**config.mk**
```make
export PLATFORM = sky130hd
export DESIGN_NAME = lrwait_qnode_multi
export DESIGN_NICKNAME = d
export VERILOG_FILES = /design/src/rtl/lrwait_qnode_multi.sv
export SDC_FILE = /design/constraint.sdc
export NUM_CORES = 1
export LEC_CHECK = 0
export CORE_ASPECT_RATIO = 1.75
export CORE_MARGIN = 2
export CORE_UTILIZATION = 49
export CTS_CLUSTER_DIAMETER = 30
export DETAILED_ROUTE_END_ITERATION = 12
export HOLD_SLACK_MARGIN = 0.05
export PLACE_DENSITY_LB_ADDON = 0.1
export SLEW_MARGIN = 30
export SYNTH_ARGS = -nofsm -noshare
export SYNTH_HDL_FRONTEND = slang
export SYNTH_SLANG_ARGS = --single-unit
export TNS_END_PERCENT = 20
```
**constraint.sdc**
```tcl
create_clock -name clk_i -period 4.6 [get_ports clk_i]
set_input_delay 0.46 -clock clk_i [delete_from_list [all_inputs] [get_ports clk_i]]
set_output_delay 0.46 -clock clk_i [all_outputs]
set_load 0.02 [all_outputs]
```
**src/rtl/lrwait_qnode_multi.sv**
```systemverilog
// -----------------------------------------------------------------------------
// lrwait_qnode_multi
//
// Queue node for LR/SC reservations with LR-wait support, sitting between a
// Snitch core and its tile interconnect. Up to NumSlots independent
// reservations are tracked. When a reservation ends with a known successor
// (announced by a SuccUpdate response), the node inserts a wakeup LR beat
// towards the tile so the successor is released.
//
// Ports
//   clk_i, rst_i         : clock, synchronous active-high reset
//   snitch_q*            : request channel from Snitch (valid/ready)
//   snitch_p*            : response channel to Snitch (valid/ready)
//   tile_q*              : request channel to tile, tile_qlrwait_o marks wakeups
//   tile_p*              : response channel from tile, tile_plrwait_i marks
//                          SuccUpdate beats that are absorbed here
//   slots_busy_o         : one bit per slot, set while the slot is not Idle
//   orphan_update_o      : pulses while a SuccUpdate matching no slot is dropped
// -----------------------------------------------------------------------------
module lrwait_qnode_multi #(
    parameter int NumSlots  = 2,
    parameter int AddrWidth = 32,
    parameter int DataWidth = 32,
    parameter int IdWidth   = 4,
    parameter int MetaWidth = 16
) (
    input  logic                   clk_i,
    input  logic                   rst_i,

    input  logic [AddrWidth-1:0]   snitch_qaddr_i,
    input  logic                   snitch_qwrite_i,
    input  logic [3:0]             snitch_qamo_i,
    input  logic [DataWidth-1:0]   snitch_qdata_i,
    input  logic [DataWidth/8-1:0] snitch_qstrb_i,
    input  logic [IdWidth-1:0]     snitch_qid_i,
    input  logic                   snitch_qvalid_i,
    output logic                   snitch_qready_o,

    output logic [DataWidth-1:0]   snitch_pdata_o,
    output logic                   snitch_perror_o,
    output logic [IdWidth-1:0]     snitch_pid_o,
    output logic                   snitch_pvalid_o,
    input  logic                   snitch_pready_i,

    output logic [AddrWidth-1:0]   tile_qaddr_o,
    output logic                   tile_qwrite_o,
    output logic [3:0]             tile_qamo_o,
    output logic [DataWidth-1:0]   tile_qdata_o,
    output logic [DataWidth/8-1:0] tile_qstrb_o,
    output logic [IdWidth-1:0]     tile_qid_o,
    output logic                   tile_qlrwait_o,
    output logic                   tile_qvalid_o,
    input  logic                   tile_qready_i,

    input  logic [DataWidth-1:0]   tile_pdata_i,
    input  logic                   tile_perror_i,
    input  logic [IdWidth-1:0]     tile_pid_i,
    input  logic                   tile_plrwait_i,
    input  logic                   tile_pvalid_i,
    output logic                   tile_pready_o,

    output logic [NumSlots-1:0]    slots_busy_o,
    output logic                   orphan_update_o
);

    localparam int IdxW = (NumSlots > 1) ? $clog2(NumSlots) : 1;

    localparam logic [3:0] AMO_LR = 4'hA;
    localparam logic [3:0] AMO_SC = 4'hB;

    localparam logic [2:0] ST_IDLE      = 3'd0;
    localparam logic [2:0] ST_LR_PEND   = 3'd1;
    localparam logic [2:0] ST_RESERVED  = 3'd2;
    localparam logic [2:0] ST_QUEUED    = 3'd3;
    localparam logic [2:0] ST_SC_PEND   = 3'd4;
    localparam logic [2:0] ST_WAKE_PEND = 3'd5;

    // Slot storage
    logic [2:0]           state_q     [NumSlots];
    logic [2:0]           state_d     [NumSlots];
    logic [AddrWidth-1:0] addr_q      [NumSlots];
    logic [AddrWidth-1:0] addr_d      [NumSlots];
    logic [IdWidth-1:0]   id_q        [NumSlots];
    logic [IdWidth-1:0]   id_d        [NumSlots];
    logic [MetaWidth-1:0] meta_q      [NumSlots];
    logic [MetaWidth-1:0] meta_d      [NumSlots];
    logic [NumSlots-1:0]  succ_seen_q;
    logic [NumSlots-1:0]  succ_seen_d;

    // Wakeup arbitration state
    logic [IdxW-1:0]      rr_ptr_q;
    logic [IdxW-1:0]      rr_ptr_d;
    logic                 wake_lock_q;
    logic                 wake_lock_d;
    logic [IdxW-1:0]      wake_sel_q;
    logic [IdxW-1:0]      wake_sel_d;

    // Decode results
    logic                 is_lr;
    logic                 is_sc;
    logic [NumSlots-1:0]  busy_vec;
    logic [NumSlots-1:0]  lr_addr_match;
    logic [NumSlots-1:0]  sc_cand;
    logic [NumSlots-1:0]  succ_cand;
    logic [NumSlots-1:0]  resp_match;
    logic [NumSlots-1:0]  wake_pend;

    logic [NumSlots-1:0]  alloc_onehot;
    logic [NumSlots-1:0]  sc_onehot;
    logic [NumSlots-1:0]  succ_onehot;
    logic                 idle_found;
    logic                 sc_found;
    logic                 succ_found;

    logic                 rr_found;
    logic [IdxW-1:0]      rr_sel;
    logic [IdxW-1:0]      wake_sel;
    logic [IdxW-1:0]      rr_next;
    logic [AddrWidth-1:0] wake_addr;
    logic [IdWidth-1:0]   wake_id;
    logic [MetaWidth-1:0] wake_meta;

    // Control
    logic                 wake_any;
    logic                 wake_valid;
    logic                 lr_stall;
    logic                 snitch_hs;
    logic                 alloc_hs;
    logic                 sc_hs;
    logic                 wake_hs;
    logic                 succ_upd;
    logic                 resp_hs;

    logic [NumSlots-1:0]  alloc_hit;
    logic [NumSlots-1:0]  sc_hit;
    logic [NumSlots-1:0]  succ_hit;
    logic [NumSlots-1:0]  resp_hit;
    logic [NumSlots-1:0]  wake_hit;

    // Per-slot comparisons against the incoming request and response.
    always_comb begin
        is_lr         = (snitch_qamo_i == AMO_LR);
        is_sc         = (snitch_qamo_i == AMO_SC);
        busy_vec      = '0;
        lr_addr_match = '0;
        sc_cand       = '0;
        succ_cand     = '0;
        resp_match    = '0;
        wake_pend     = '0;
        for (int i = 0; i < NumSlots; i++) begin
            busy_vec[i]      = (state_q[i] != ST_IDLE);
            lr_addr_match[i] = busy_vec[i] && (addr_q[i] == snitch_qaddr_i);
            sc_cand[i]       = ((state_q[i] == ST_RESERVED) || (state_q[i] == ST_QUEUED))
                               && (addr_q[i] == snitch_qaddr_i);
            succ_cand[i]     = busy_vec[i] && (id_q[i] == tile_pid_i);
            resp_match[i]    = ((state_q[i] == ST_LR_PEND) || (state_q[i] == ST_SC_PEND))
                               && (id_q[i] == tile_pid_i);
            wake_pend[i]     = (state_q[i] == ST_WAKE_PEND);
        end
    end

    // Lowest-index selection for allocation, SC targeting and SuccUpdate
    // targeting; ids and addresses are normally unique, so this only breaks ties.
    always_comb begin
        alloc_onehot = '0;
        sc_onehot    = '0;
        succ_onehot  = '0;
        idle_found   = 1'b0;
        sc_found     = 1'b0;
        succ_found   = 1'b0;
        for (int i = 0; i < NumSlots; i++) begin
            if (!idle_found && !busy_vec[i]) begin
                alloc_onehot[i] = 1'b1;
                idle_found      = 1'b1;
            end
            if (!sc_found && sc_cand[i]) begin
                sc_onehot[i] = 1'b1;
                sc_found     = 1'b1;
            end
            if (!succ_found && succ_cand[i]) begin
                succ_onehot[i] = 1'b1;
                succ_found     = 1'b1;
            end
        end
    end

    // Round-robin pick among WakePend slots starting at the pointer. Once a
    // beat has been shown without a handshake, the lock keeps the same slot
    // on the bus even if a higher-priority slot becomes WakePend meanwhile.
    always_comb begin
        rr_found  = 1'b0;
        rr_sel    = '0;
        for (int k = 0; k < NumSlots; k++) begin
            for (int i = 0; i < NumSlots; i++) begin
                if (!rr_found && wake_pend[i] && (((int'(rr_ptr_q) + k) % NumSlots) == i)) begin
                    rr_found = 1'b1;
                    rr_sel   = IdxW'(i);
                end
            end
        end
        wake_sel  = wake_lock_q ? wake_sel_q : rr_sel;
        wake_addr = '0;
        wake_id   = '0;
        wake_meta = '0;
        rr_next   = '0;
        for (int i = 0; i < NumSlots; i++) begin
            if (wake_sel == IdxW'(i)) begin
                wake_addr = addr_q[i];
                wake_id   = id_q[i];
                wake_meta = meta_q[i];
                rr_next   = IdxW'((i + 1) % NumSlots);
            end
        end
    end

    // Handshake qualification and the request/response datapaths. Reset
    // gates every valid so nothing escapes while state is being cleared.
    always_comb begin
        wake_any   = |wake_pend;
        wake_valid = !rst_i && wake_any;
        lr_stall   = snitch_qvalid_i && is_lr && !(|lr_addr_match) && !idle_found;

        snitch_qready_o = !rst_i && !wake_any && !lr_stall && tile_qready_i;
        tile_qvalid_o   = !rst_i && (wake_any || (snitch_qvalid_i && !lr_stall));

        snitch_hs = snitch_qvalid_i && snitch_qready_o;
        alloc_hs  = snitch_hs && is_lr && !(|lr_addr_match);
        sc_hs     = snitch_hs && is_sc;
        wake_hs   = wake_valid && tile_qready_i;
        succ_upd  = tile_pvalid_i && tile_plrwait_i;
        resp_hs   = tile_pvalid_i && !tile_plrwait_i && snitch_pready_i;

        orphan_update_o = !rst_i && succ_upd && !succ_found;

        tile_qstrb_o = snitch_qstrb_i;
        if (wake_any) begin
            tile_qaddr_o  = wake_addr;
            tile_qwrite_o = 1'b0;
            tile_qamo_o   = AMO_LR;
            tile_qdata_o  = DataWidth'(wake_meta);
            tile_qid_o    = wake_id;
        end else begin
            tile_qaddr_o  = snitch_qaddr_i;
            tile_qwrite_o = snitch_qwrite_i;
            tile_qamo_o   = snitch_qamo_i;
            tile_qdata_o  = snitch_qdata_i;
            tile_qid_o    = snitch_qid_i;
        end
        tile_qlrwait_o = wake_valid;

        snitch_pdata_o  = tile_pdata_i;
        snitch_perror_o = tile_perror_i;
        snitch_pid_o    = tile_pid_i;
        snitch_pvalid_o = !rst_i && tile_pvalid_i && !tile_plrwait_i;
        tile_pready_o   = tile_plrwait_i ? 1'b1 : snitch_pready_i;

        slots_busy_o = rst_i ? '0 : busy_vec;

        alloc_hit = alloc_hs ? alloc_onehot : '0;
        sc_hit    = sc_hs ? sc_onehot : '0;
        succ_hit  = succ_upd ? succ_onehot : '0;
        resp_hit  = resp_hs ? resp_match : '0;
        wake_hit  = '0;
        for (int i = 0; i < NumSlots; i++) begin
            wake_hit[i] = wake_hs && (wake_sel == IdxW'(i));
        end
    end

    // Slot state machine. A SuccUpdate always refreshes meta on its target;
    // the state change depends on where the reservation currently stands.
    always_comb begin
        rr_ptr_d    = wake_hs ? rr_next : rr_ptr_q;
        wake_lock_d = wake_valid && !tile_qready_i;
        wake_sel_d  = wake_sel;
        succ_seen_d = succ_seen_q;
        for (int i = 0; i < NumSlots; i++) begin
            state_d[i] = state_q[i];
            addr_d[i]  = addr_q[i];
            id_d[i]    = id_q[i];
            meta_d[i]  = meta_q[i];

            if (succ_hit[i]) begin
                meta_d[i] = tile_pdata_i[MetaWidth-1:0];
            end

            case (state_q[i])
                ST_IDLE: begin
                    if (alloc_hit[i]) begin
                        state_d[i]     = ST_LR_PEND;
                        addr_d[i]      = snitch_qaddr_i;
                        id_d[i]        = snitch_qid_i;
                        meta_d[i]      = '0;
                        succ_seen_d[i] = 1'b0;
                    end
                end
                ST_LR_PEND: begin
                    if (succ_hit[i]) begin
                        succ_seen_d[i] = 1'b1;
                    end
                    if (resp_hit[i]) begin
                        state_d[i] = (succ_seen_q[i] || succ_hit[i]) ? ST_QUEUED : ST_RESERVED;
                    end
                end
                ST_RESERVED: begin
                    if (sc_hit[i]) begin
                        id_d[i]    = snitch_qid_i;
                        state_d[i] = succ_hit[i] ? ST_WAKE_PEND : ST_SC_PEND;
                    end else if (succ_hit[i]) begin
                        state_d[i] = ST_QUEUED;
                    end
                end
                ST_QUEUED: begin
                    if (sc_hit[i]) begin
                        id_d[i]    = snitch_qid_i;
                        state_d[i] = ST_WAKE_PEND;
                    end
                end
                ST_SC_PEND: begin
                    // A successor arriving alongside the SC response must
                    // still be woken, so the SuccUpdate wins.
                    if (succ_hit[i]) begin
                        state_d[i] = ST_WAKE_PEND;
                    end else if (resp_hit[i]) begin
                        state_d[i] = ST_IDLE;
                    end
                end
                ST_WAKE_PEND: begin
                    if (wake_hit[i]) begin
                        state_d[i]     = ST_IDLE;
                        succ_seen_d[i] = 1'b0;
                    end
                end
                default: begin
                    state_d[i] = ST_IDLE;
                end
            endcase
        end
    end

    // Register update with synchronous reset clearing every slot.
    always_ff @(posedge clk_i) begin
        if (rst_i) begin
            for (int i = 0; i < NumSlots; i++) begin
                state_q[i] <= ST_IDLE;
                addr_q[i]  <= '0;
                id_q[i]    <= '0;
                meta_q[i]  <= '0;
            end
            succ_seen_q <= '0;
            rr_ptr_q    <= '0;
            wake_lock_q <= 1'b0;
            wake_sel_q  <= '0;
        end else begin
            for (int i = 0; i < NumSlots; i++) begin
                state_q[i] <= state_d[i];
                addr_q[i]  <= addr_d[i];
                id_q[i]    <= id_d[i];
                meta_q[i]  <= meta_d[i];
            end
            succ_seen_q <= succ_seen_d;
            rr_ptr_q    <= rr_ptr_d;
            wake_lock_q <= wake_lock_d;
            wake_sel_q  <= wake_sel_d;
        end
    end

endmodule

```
Word-level counts from Yosys, hierarchy flattened
Memories as Yosys holds them, arrays and structs flattened.
Cells that the tools add are included.
Widths: inputs -> output; s select.

storage, ports and cells
  output and inout port bits = 122
  bits in registers = 5
  memories kept = 4
  memory bits (writable) = 110

memory list
  name     words  width  read ports  clocked after Yosys merged registers in  wr ports  RTL line  text
  addr_q   2      32     2           0                                        2         81        logic [AddrWidth-1:0] addr_q [NumSlots];
  meta_q   2      16     2           0                                        2         85        logic [MetaWidth-1:0] meta_q [NumSlots];
  id_q     2      4      2           0                                        2         83        logic [IdWidth-1:0] id_q [NumSlots];
  state_q  2      3      2           0                                        2         79        logic [2:0] state_q [NumSlots];

cells by class
  bitwise operators = 10
  mux-type cells = 87
  add/subtract/negate cells = 1
  eq/ne operators = 23
  reduce and logical (&&, ||, !) cells = 77

operators by type and width
  kind                count
  $mux 32             9
  $mux 16             9
  $eq 32x32->1        2
  $logic_not 32->1    2
  $mux 3              18
  $logic_and 1x1->1   42
  $mux 4              9
  $pmux 3 s6          2
  $mux 1              31
  $pmux 4 s2          2
  $logic_not 1->1     14
  $eq 3x2->1 const B  4
  $eq 3x3->1 const B  4
  $reduce_bool 3->1   4
  $mux 2              5
  $eq 4x4->1          2
  $eq 4x4->1 const B  2
  $ne 2x2->1 const B  4
  $or 1x1->1          8
  $reduce_and 4->1    2
  $reduce_or 2->1     4
  $logic_or 1x1->1    7
  $eq 3x1->1 const B  2
  $logic_not 3->1     2
  other kinds (6)     8

Depth between registers and ports, before layout
  depth in word-level cells = 21
  depth in mapped cells = 10
  gate-level depth less buffers = 7

Worst setup path after synthesis
No wires, ideal clock.

  path kind = input to output
  start point = input snitch_qaddr_i[4]
  end point = output tile_qvalid_o
  stages = 8
  path buffers = 1
  arrival = 2022 ps
  path slack = 2118 ps
  required time = 4140 ps
  cell sequence = xnor2_1 -> nand4_1 -> nor4_1 -> and2_1 -> clkbuf_1 -> nor4_1 -> nand2b_1 -> a21oi_1

between the ends
  longest elaborated chain between the ends = 10
  elaborated cells between the ends (all ways) = 12
  classes of those cells = eq/ne (2); reduce/logical (10)

RTL lines
  item                              RTL line  text
  from (decl)                       30        input logic [AddrWidth-1:0] snitch_qaddr_i,
  $eq 32x32->1                      152       lr_addr_match[i] = busy_vec[i] && (addr_q[i] == snitch_qaddr_i);
  $logic_and 1x1->1                 152
  $reduce_or 2->1 *                 221       lr_stall = snitch_qvalid_i && is_lr && !(|lr_addr_match) && !idle_found;
  $logic_not 1->1 *                 221
  $logic_and 1x1->1 * (2 in a row)  221
  $logic_not 1->1 *                 224       tile_qvalid_o = !rst_i && (wake_any || (snitch_qvalid_i && !lr_stall));
  $logic_and 1x1->1 *               224
  $logic_or 1x1->1 *                224
  $logic_and 1x1->1 *               224
  to (decl)                         52        output logic tile_qvalid_o,

Mark *: on every way between the ends. The rest lies on a longest branch, timed or not.

Worst setup path after layout
  start point = input snitch_qaddr_i[2]
  end point = output tile_qvalid_o

Same word-level chain as after synthesis.

==> run summary <==
The maximum count of clock buffers along a single path is 2. The leakage power of the design is 3.25 nW. The highest cell delay on the worst timing path is 0.63 ns. Setup repair after global routing left no endpoint under its margin. The number of antenna diodes in the final layout is 0. The HPWL after detailed placement came out at 14,000 µm. The number of setup buffers added after CTS is 0. Synthesis produced a netlist whose cell count is 859. After synthesis, the largest area contributor takes up 33.6% of total cell area. Dividing the detail-routed wire length by the instance count gives 16.7 µm. The biggest area contributor in the post-synthesis netlist is sky130_fd_sc_hd__dfxtp_1.

The master of the slowest instance on the critical path is sky130_fd_sc_hd__clkdlybuf4s50_1. The final critical-path setup slack is 0.571 ns. The mean number of vias per cell came out at 5.40. The run finished with clean final reports. The finished layout holds 1,182 standard cells, fillers aside.

At the worst endpoint, the required time is 4.14 ns. Yosys mapped a number of flops with a built-in enable equal to 0. The cell area that synthesis handed to floorplanning was 6850 µm². The initial antenna violation count came out at 0.

The number of fill cells came out at 1,209. The setup total negative slack is 0 ns. The commonest non-fill, non-tap cell in the layout is sky130_fd_sc_hd__clkdlybuf4s50_1. The final worst-path cycle share came out at 87.6%. The number of I/O port buffers is 200. The top cell types in the final layout, fill and taps aside, are 199 x sky130_fd_sc_hd__clkdlybuf4s50_1, 156 x sky130_fd_sc_hd__nand2_1, 115 x sky130_fd_sc_hd__dfxtp_1. The sequential cell area came out at 2300 µm².

Setup violations remaining at the end of the flow were counted as 0. The share of async-settable or async-resettable flops after synthesis came out at 0%. The number of buffers created by CTS is 17.

The post-place setup slack came out at 0.671 ns. By area the synthesized netlist is led by sky130_fd_sc_hd__dfxtp_1 34%, sky130_fd_sc_hd__mux2i_1 15%, sky130_fd_sc_hd__nand2_1 8.6%. For this run, the post-layout net count is 1,113. The sequential-to-total area share from yosys stat came out at 33.6%. The number of hold-slack violations in the final timing report is 0. For the worst-skew pair, the clock arrives at the later sink with an insertion delay of 0.41 ns. The last weighted congestion value of the routability-driven placer is 0.869. The largest driver fanout on the critical path came out at 7. The total die area came out at 15,000 µm². In this run the power density over the cells is 315 nW/µm². After clock tree synthesis, the clock-pin slew on the worst setup and hold paths is 0.05 ns.

Clock tree synthesis selected as its root buffer the cell sky130_fd_sc_hd__clkbuf_16. The total count of max-transition violations in the final report is 0. The critical path is of the input pin to output pin type. The area overhead of the layout relative to synthesis is 36.2%.

The worst-case IR drop observed on VDD is 0.293 mV. In the global route stage, overall resource usage came out at 26.1%. The number of DRC violations after detailed routing is 0. The worst setup path is launched from an input pin.

The placed cell count came out at 1,149. The floorplan row count came out at 57. The fmax came out at 0.248 GHz. The synthesized design contains 115 register bits.

For the worst setup path, the data arrival time is 3.57 ns. After clock tree synthesis, the flow added hold-fix buffers numbering 0. The area of the multi-input gates is 4010 µm². The number of resized instances in the post-cts repair step came out at 0.

Max-cap violations in this run came to 0. The number of optimization iterations in the first detailed-route pass is 5. For this block, the via count after detailed routing is 6,380.

TritonCTS built the clock tree. The worst setup path is captured at an output pin. The transition at the pin with the smallest max-transition slack came out at 0.712 ns. The iteration-0 DRC count of the detailed router came out at 294.

Entering global routing, the biggest net connects 91 pins. The global-route wire length before repair came out at 31,100 µm. Global routing finished with a remaining overflow of 0. The number of nets in the synthesized netlist is 980.

The shortest clock period the worst path allows after layout came out at 4.03 ns. The dominant synthesized flop cell is sky130_fd_sc_hd__dfxtp_1. The effective utilization at floorplan came out at 49.7%.

The number of H-tree levels came out at 4. The maximum clock skew at final layout came out at 0.0144 ns. The final antenna-violating net count came out at 0.

The die width is 93.4 µm. The fraction of final layout cells sized beyond drive strength 1 is 5.97%. The path class of the tightest hold or removal check is flip-flop to flip-flop. The I/O pin count came out at 243.

The via count of the first global-routing pass is 6,131. Wires add up to 19,700 µm. The die is 160 µm tall. The Yosys warning count is 0. The average instance in the mapped netlist occupies 7.97 µm². The worst-case headroom to the max-slew limit is 52.5%. The area of the placeable core came out at 13,800 µm². Traced cell by cell, the critical path runs through clkdlybuf4s50_1 > xnor2_1 > nand4_1 > nor4_1 > and2_1 > nor4_1 > nand2b_1 > a21oi_1 > clkdlybuf4s50_1.

The tree built by TritonCTS fans out to 115 sinks. The count of unique library cells instantiated by Yosys is 56.
report_power, final:
group | switching (mW) | internal (mW) | total [mW] | leakage, nW
clock network | 0.497 | 0.930 | 1.43 | 0.302
registers | 0.0223 | 1.01 | 1.03 | 0.926
logic | 0.243 | 0.233 | 0.476 | 2.02
flip-flops by register name (all words and copies together) (netlist names):
| signal | count |
|---|---|
| addr_q | 64 |
| id_q | 8 |
| meta_q | 32 |
| rr_ptr_q | 1 |
| state_q | 6 |
| succ_seen_q | 2 |
| wake_lock_q | 1 |
| wake_sel_q | 1 |
final cells by class:
cell class	instances	share of cell area, %
Multi-Input combinational cell	639	43.0
Timing Repair Buffer	214	22.9
Clock buffer	19	4.75
Clock inverter	13	2.09
Inverter	5	0.201
Tap cell	177	2.38
Sequential cell	115	24.7
stage by stage:
stage                     area, µm²  hold slack [ns]  util (%)  total power, mW
final                          9320            0.453      67.7             2.93
after global routing           9320            0.475      67.7             3.03
after CTS                      9290            0.455      67.5             2.95
after detailed placement       8650            0.447      62.9             1.53
after global placement         8650            0.441      62.9             1.52
after floorplan                6850            0.436         -             1.31
worst paths after layout:
check / startpoint / endpoint / slack [ns] / cells after the start
hold reg to reg: meta_q[0][13] / meta_q[0][13] / 0.45 / 2
setup / recovery: snitch_qaddr_i[2] / tile_qvalid_o / 0.57 / 9
hold / removal: meta_q[0][13] / meta_q[0][13] / 0.45 / 2
setup reg to reg: addr_q[0][38] / meta_q[0][2] / 1.81 / 6
synth_stat cells, drive strengths merged (2+ instances only):
cell and n:
nand2 156, dfxtp 115, mux2i 104, nor2 65
a21oi 62, o21ai 61, buf 60, clkbuf 40
xnor2 37, xor2 36, and3 23, nor4 13
nand4 12, nor3 8, nor2b 6, inv 5
nand2b 5, nand3 5, a2111oi 4, nand3b 4
o31ai 4, and2 3, a21bo 2, a21o 2
a311oi 2, a31oi 2, nor4b 2, or2 2
or3 2
per-layer routing:
layer	track usage, %	up-vias	part of all wire, %
li1	-	3177	-
met1	27.5	2945	37
met2	49.4	215	54
met3	5.11	43	5.4
met4	10.4	0	3.2
met5	0	-	0
cells by family (layout without fill, tap and decap cells):
group	count (synthesis)	count (layout)	share of synthesized area [%]
simple gates	312	312	20.9
compound gates	150	150	12.5
flops	115	115	33.6
buf+inv	105	251	8.42
mux	104	104	15.2
xor+xnor	73	73	9.34
worst max-delay path, delay by kind of cell:
kind,cells,cell delay (ns)
and+or+nand+nor,5,1.42
buffers and inverters,2,1.14
xor gates and xnor gates,1,0.40
AOI/OAI and AO/OA,1,0.14
No activity file was read; power rests on OpenSTA's default activity.
